$ cat config.mk
export PLATFORM = sky130hd
export DESIGN_NAME = square_noise_flat
export DESIGN_NICKNAME = d
export VERILOG_FILES = /design/src/rtl/square_noise_if.sv /design/src/rtl/square_noise.sv /design/src/flat_wrapper.sv
export SDC_FILE = /design/constraint.sdc
export NUM_CORES = 1
export LEC_CHECK = 0
export ABC_CLOCK_PERIOD_IN_PS = 1900
export BUFFER_PORTS_ARGS = -buffer_cell sky130_fd_sc_hd__clkbuf_2
export CAP_MARGIN = 20
export CORE_ASPECT_RATIO = 1.75
export CORE_MARGIN = 5
export CORE_UTILIZATION = 46
export CTS_CLUSTER_DIAMETER = 120
export DETAILED_ROUTE_END_ITERATION = 10
export PLACE_DENSITY = 0.85
export SYNTH_ARGS = -nofsm -noshare
export SYNTH_HDL_FRONTEND = slang
export SYNTH_SLANG_ARGS = --single-unit
$ cat constraint.sdc
create_clock -name clk -period 1.9 [get_ports clk]
set_input_delay 0.285 -clock clk [delete_from_list [all_inputs] [get_ports clk]]
set_output_delay 0.285 -clock clk [all_outputs]
set_load 0.005 [all_outputs]
$ cat src/rtl/square_noise_if.sv
// square_noise_if: register levels into the square/noise generator and its samples out.
interface square_noise_if;
    logic [7:0] sq_r0;
    logic [7:0] sq_r2;
    logic [7:0] sq_r3;
    logic [7:0] noise_rc;
    logic [7:0] noise_re;
    logic [7:0] noise_rf;
    logic [3:0] sq_out;
    logic [3:0] noise_out;
    logic       frame_tick;

    modport master (
        output sq_r0, sq_r2, sq_r3, noise_rc, noise_re, noise_rf,
        input  sq_out, noise_out, frame_tick
    );

    modport slave (
        input  sq_r0, sq_r2, sq_r3, noise_rc, noise_re, noise_rf,
        output sq_out, noise_out, frame_tick
    );
endinterface

$ cat src/rtl/square_noise.sv
// square_noise: frame divider, duty-cycle square channel and LFSR noise channel.
// The noise channel is built only when NOISE_CHANNEL_EN is defined; otherwise noise_out is 0.
module square_noise #(
    parameter int FRAME_DIV = 29830,
    parameter int SEQ_W     = 3
) (
    input logic         clk,
    input logic         rst_n,
    square_noise_if.slave bus
);
    localparam int DIV_W = $clog2(FRAME_DIV + 1);

    logic [DIV_W-1:0] div_q, div_d;
    logic             tick_q, tick_d;
    logic             tog_q;
    logic [10:0]      tmr_q, tmr_d;
    logic [SEQ_W-1:0] step_q, step_d;
    logic [3:0]       sq_q, sq_d;
    logic [10:0]      period;
    logic [7:0]       pat;

    assign period = {bus.sq_r3[2:0], bus.sq_r2};

    // Pattern bit n is the level of sequencer step n.
    always_comb begin
        div_d  = (div_q == DIV_W'(FRAME_DIV - 1)) ? '0 : div_q + DIV_W'(1);
        tick_d = (div_d == DIV_W'(FRAME_DIV - 1));
        tmr_d  = !tog_q ? tmr_q : (tmr_q == 11'd0) ? period : tmr_q - 11'd1;
        step_d = (tog_q && tmr_q == 11'd0) ? step_q + SEQ_W'(1) : step_q;
        pat    = (bus.sq_r0[7:6] == 2'd0) ? 8'b0000_0010 :
                 (bus.sq_r0[7:6] == 2'd1) ? 8'b0000_0110 :
                 (bus.sq_r0[7:6] == 2'd2) ? 8'b0001_1110 : 8'b1111_1001;
        sq_d   = (pat[step_q] && period >= 11'd8) ? bus.sq_r0[3:0] : 4'd0;
    end

    always_ff @(posedge clk or negedge rst_n) begin
        if (!rst_n) begin
            div_q  <= '0;
            tick_q <= 1'b0;
            tog_q  <= 1'b0;
            tmr_q  <= '0;
            step_q <= '0;
            sq_q   <= '0;
        end else begin
            div_q  <= div_d;
            tick_q <= tick_d;
            tog_q  <= ~tog_q;
            tmr_q  <= tmr_d;
            step_q <= step_d;
            sq_q   <= sq_d;
        end
    end

    assign bus.sq_out     = sq_q;
    assign bus.frame_tick = tick_q;

`ifdef NOISE_CHANNEL_EN
    // Reload values are table period minus one so the LFSR shifts once per period.
    localparam logic [11:0] NOISE_RELOAD [16] = '{
        12'd3, 12'd7, 12'd15, 12'd31, 12'd63, 12'd95, 12'd127, 12'd159,
        12'd201, 12'd253, 12'd379, 12'd507, 12'd761, 12'd1015, 12'd2033, 12'd4067
    };

    logic [11:0] nt_q, nt_d;
    logic [14:0] lfsr_q, lfsr_d;
    logic [3:0]  noise_q, noise_d;
    logic        fb;
    logic        unused_bits;

    always_comb begin
        fb      = lfsr_q[0] ^ (bus.noise_re[7] ? lfsr_q[6] : lfsr_q[1]);
        nt_d    = (nt_q == 12'd0) ? NOISE_RELOAD[bus.noise_re[3:0]] : nt_q - 12'd1;
        lfsr_d  = (nt_q == 12'd0) ? {fb, lfsr_q[14:1]} : lfsr_q;
        noise_d = lfsr_q[0] ? 4'd0 : bus.noise_rc[3:0];
    end

    always_ff @(posedge clk or negedge rst_n) begin
        if (!rst_n) begin
            nt_q    <= '0;
            lfsr_q  <= 15'h0001;
            noise_q <= '0;
        end else begin
            nt_q    <= nt_d;
            lfsr_q  <= lfsr_d;
            noise_q <= noise_d;
        end
    end

    assign bus.noise_out = noise_q;
    assign unused_bits = ^{bus.sq_r0[5:4], bus.sq_r3[7:3], bus.noise_rc[7:4],
                           bus.noise_re[6:4], bus.noise_rf};
`else
    logic unused_bits;

    assign bus.noise_out = 4'd0;
    assign unused_bits = ^{bus.sq_r0[5:4], bus.sq_r3[7:3], bus.noise_rc,
                           bus.noise_re, bus.noise_rf};
`endif
endmodule

$ cat src/flat_wrapper.sv
// flat-port wrapper written by rule: the top's interface ports become plain ports
module square_noise_flat 
#(
    parameter int FRAME_DIV = 29830,
    parameter int SEQ_W     = 3
)
  (clk, rst_n, bus_sq_r0, bus_sq_r2, bus_sq_r3, bus_noise_rc, bus_noise_re, bus_noise_rf, bus_sq_out, bus_noise_out, bus_frame_tick);
  square_noise_if bus_i ();
  input logic clk;
  input logic rst_n;
  input wire logic [$bits(bus_i.sq_r0)-1:0] bus_sq_r0;
  input wire logic [$bits(bus_i.sq_r2)-1:0] bus_sq_r2;
  input wire logic [$bits(bus_i.sq_r3)-1:0] bus_sq_r3;
  input wire logic [$bits(bus_i.noise_rc)-1:0] bus_noise_rc;
  input wire logic [$bits(bus_i.noise_re)-1:0] bus_noise_re;
  input wire logic [$bits(bus_i.noise_rf)-1:0] bus_noise_rf;
  output wire logic [$bits(bus_i.sq_out)-1:0] bus_sq_out;
  output wire logic [$bits(bus_i.noise_out)-1:0] bus_noise_out;
  output wire logic [$bits(bus_i.frame_tick)-1:0] bus_frame_tick;
  assign bus_i.sq_r0 = bus_sq_r0;
  assign bus_i.sq_r2 = bus_sq_r2;
  assign bus_i.sq_r3 = bus_sq_r3;
  assign bus_i.noise_rc = bus_noise_rc;
  assign bus_i.noise_re = bus_noise_re;
  assign bus_i.noise_rf = bus_noise_rf;
  assign bus_sq_out = bus_i.sq_out;
  assign bus_noise_out = bus_i.noise_out;
  assign bus_frame_tick = bus_i.frame_tick;
  square_noise #(.FRAME_DIV(FRAME_DIV), .SEQ_W(SEQ_W)) u_core (.clk(clk), .rst_n(rst_n), .bus(bus_i));
endmodule
==> flow_metrics.env <==
export IMPL_status="complete, but fails checks"
export IMPL_violations="negative setup slack"
export IMPL_cts_num_sinks=35
export IMPL_drv_cap=0
export IMPL_synth_most_common_cell="dfrtp_1"
export IMPL_insertion_delay_ns=0.29
export IMPL_critPathMostFrequentCell="buf_6"
export IMPL_fp_dieW_um=59.2
export IMPL_hold_violations=0
export IMPL_slowest_delay_ns=0.58
export IMPL_grt_pass1_wl_um=7400
export IMPL_placed_area_um2=2250
export IMPL_grt_max_degree=36
export IMPL_globalplace_congestion=0.822
export IMPL_ios=59
export IMPL_syn2layout_area_growth_pct=29.1
export IMPL_synth_area_um2=1950
export IMPL_rows=31
export IMPL_synth_flop_cell="dfrtp_1"
export IMPL_synth_cells=194
export IMPL_yosysUniqueCellTypes=45
export IMPL_yosys_area_top_type="dfrtp_1"
export IMPL_drc=0
export IMPL_hold_path_class="input pin to async pin"
export IMPL_root_buffer="clkbuf_8"
export IMPL_synth_edf_count=0
export IMPL_slew_headroom_pct=65.7
export IMPL_setup_viol=5
export IMPL_numCtsBuffers=5
export IMPL_via_count=1681
export IMPL_cp_slowest_cell="or4_4"
export IMPL_clock_path_buffers=2
export IMPL_wire_per_inst_um=16.1
export IMPL_tightest_slew_ns=0.509
export IMPL_pwr_density_cell_nw_per_um2=561
export IMPL_vias_per_cell=5.55
export IMPL_drive_gt1_share_pct=36.2
export IMPL_die_area_um2=5690
export IMPL_critPathLaunchType="flop"
export IMPL_io_buffers=23
export IMPL_cp_cell_sequence="or4_4 > buf_6 > buf_6 > nor3_4 > buf_6 > nand2_2 > xnor2_1"
export IMPL_dp_hpwl_um=3210
export IMPL_cts_tree="yes"
export IMPL_grt_pass1_vias=1705
export IMPL_antennaDiodeCount=0
export IMPL_worst_setup_path_end_kind="flop"
export IMPL_crit_type="flop to flop"
export IMPL_ys_warn_count=0
export IMPL_min_period_ns=1.95
export IMPL_clk_pin_slew_worst_paths_ns=0.07
export IMPL_final_cells=303
export IMPL_critPathArrivalTime_ns=2.15
export IMPL_final_cell_area_um2=2520
export IMPL_drv_slew=0
export IMPL_wl_um=4890
export IMPL_synth_seq_area_share_pct=44.9
export IMPL_die_y_um=96.1
export IMPL_whs_ns=0.0199
export IMPL_synth_area_per_cell_um2=10.0
export IMPL_ant_nets=0
export IMPL_antenna_found_initial=0
export IMPL_initial_core_util_pct=47.4
export IMPL_irDropWorstVdd_mv=0.475
export IMPL_fin_util_pct=61.2
export IMPL_drt_first_pass_iters=4
export IMPL_cts_hold_repair_buffers=0
export IMPL_dpl_cell_count=284
export IMPL_finClkSkew_ns=0.00585
export IMPL_ys_seq_elements=35
export IMPL_nets=311
export IMPL_setup_slack_ns=-0.0470
export IMPL_worst_path_max_fanout=3
export IMPL_coreArea_um2=4110
export IMPL_grt_overflow=0
export IMPL_synth_top_cells_by_area="dfrtp_1, ha_1, nor2_1, xnor2_1, xor2_1"
export IMPL_gr_usage_all_layers_pct=17.4
export IMPL_yosysTopAreaCellShare_pct=44.9
export IMPL_rsz0062_at_grt="true"
export IMPL_htreeDepth=2
export IMPL_fmax_mhz=514
export IMPL_p_leak_nw=1.18
export IMPL_first_iter_violations=53
export IMPL_synth_common_cells="dfrtp_1, nor2_1, inv_1, nand2_1, o21ai_0"
export IMPL_postSynth_asyncResetShare_pct=100
export IMPL_post_route_period_util_pct=102
export IMPL_cp_required_ns=2.10
==> cells by family after synthesis <==
| kind of cell | after synthesis | share of synthesized area [%] |
|---|---|---|
| compound gates | 25 | 8.66 |
| fa+ha+maj | 8 | 5.13 |
| xor+xnor | 17 | 7.64 |
| simple gates | 83 | 25.2 |
| other cells | 1 | 0.192 |
| buf+inv | 22 | 5.97 |
| flops | 35 | 44.9 |
| mux | 3 | 2.25 |
==> sequential cells by signal, indices dropped and copies added, names as in the netlist <==
register / count
u_core.bus.sq_out: 4
u_core.tmr_q: 11
u_core.div_q: 15
u_core.bus.frame_tick: 1
u_core.tog_q: 1
u_core.step_q: 3
==> cell usage in the layout (no fill, tap or decap), types with 7 or more instances in the layout <==
cell | Yosys | layout
nor2_1 | 26 | 25
inv_1 | 13 | 13
ha_1 | 8 | 8
o21ai_0 | 11 | 8
dfrtp_1 | 35 | 30
clkbuf_2 | 1 | 23
clkbuf_8 | 0 | 7
nand2_1 | 13 | 12
xnor2_1 | 9 | 9
buf_4 | 4 | 29
xor2_1 | 8 | 8
==> worst max-delay path: cells and delay by family (launching register included) <==
family,cells,cell delay [ns]
simple gates,3,0.88
buf+inv,3,0.41
flops,1,0.39
xor+xnor,1,0.18
==> where the power goes <==
group          total [W]  internal (W)  switching (W)
Clock           0.000604      0.000331       0.000273
Combinational  0.0000599     0.0000232      0.0000367
Sequential      0.000749      0.000748    0.000000843
==> through the flow <==
stage | power [W] | setup TNS [ns] | worst slack, ns
2_1_floorplan | 0.000784 | -0.0403 | -0.0403
3_3_place_gp | 0.000820 | -0.0635 | -0.0458
3_5_place_dp | 0.000823 | -0.166 | -0.0678
4_1_cts | 0.00142 | -0.0136 | -0.0136
5_1_grt | 0.00147 | -0.716 | -0.146
6_report | 0.00141 | -0.137 | -0.0470
==> area by class of cell <==
| cell class | instances | area (µm²) |
|---|---|---|
| tap | 49 | 61.3 |
| fill | 354 | 1600 |
| clock buffer | 8 | 100 |
| timing repair buffer | 58 | 400 |
| sequential | 35 | 882 |
| inverter | 13 | 48.8 |
| multi-input combinational | 140 | 1020 |
==> repair_timing <==
item                                   CTS  global route
resized for setup                        4            22
setup endpoints to repair                5            19
pin swaps                                2            16
endpoints found under the hold margin    0             0
buffers inserted                         1            10
==> layer usage <==
| layer | vias up | part of all wire (%) | global-route usage (%) | wire length (µm) |
|---|---|---|---|---|
| met5 | - | 0 | 0 | 0 |
| met4 | 0 | 4.9 | 10.6 | 241 |
| met3 | 19 | 3.4 | 3.09 | 165 |
| met2 | 42 | 58 | 33.0 | 2860 |
| met1 | 826 | 33 | 16.3 | 1620 |
| li1 | 794 | - | - | - |
==> final timing paths <==
| kind | startpoint | to | slack, ns | depth (start not counted) |
|---|---|---|---|---|
| worst max-delay path | u_core.tmr_q[6]$_DFFE_PN0P_ | u_core.step_q[2]$_DFFE_PN0P_ | -0.05 | 7 |
| worst min-delay path | rst_n | u_core.bus.frame_tick$_DFF_PN0_ | 0.02 | 2 |
| worst max register to register | u_core.tmr_q[6]$_DFFE_PN0P_ | u_core.step_q[2]$_DFFE_PN0P_ | -0.05 | 7 |
| worst min register to register | u_core.div_q[11]$_DFF_PN0_ | u_core.div_q[11]$_DFF_PN0_ | 0.53 | 1 |
| max in group asynchronous | rst_n | u_core.div_q[1]$_DFF_PN0_ | 1.54 | 2 |
| min in group clk | bus_sq_r0[2] | u_core.bus.sq_out[2]$_DFF_PN0_ | 0.18 | 3 |
Note: power is estimated with default switching activity, not from simulation.
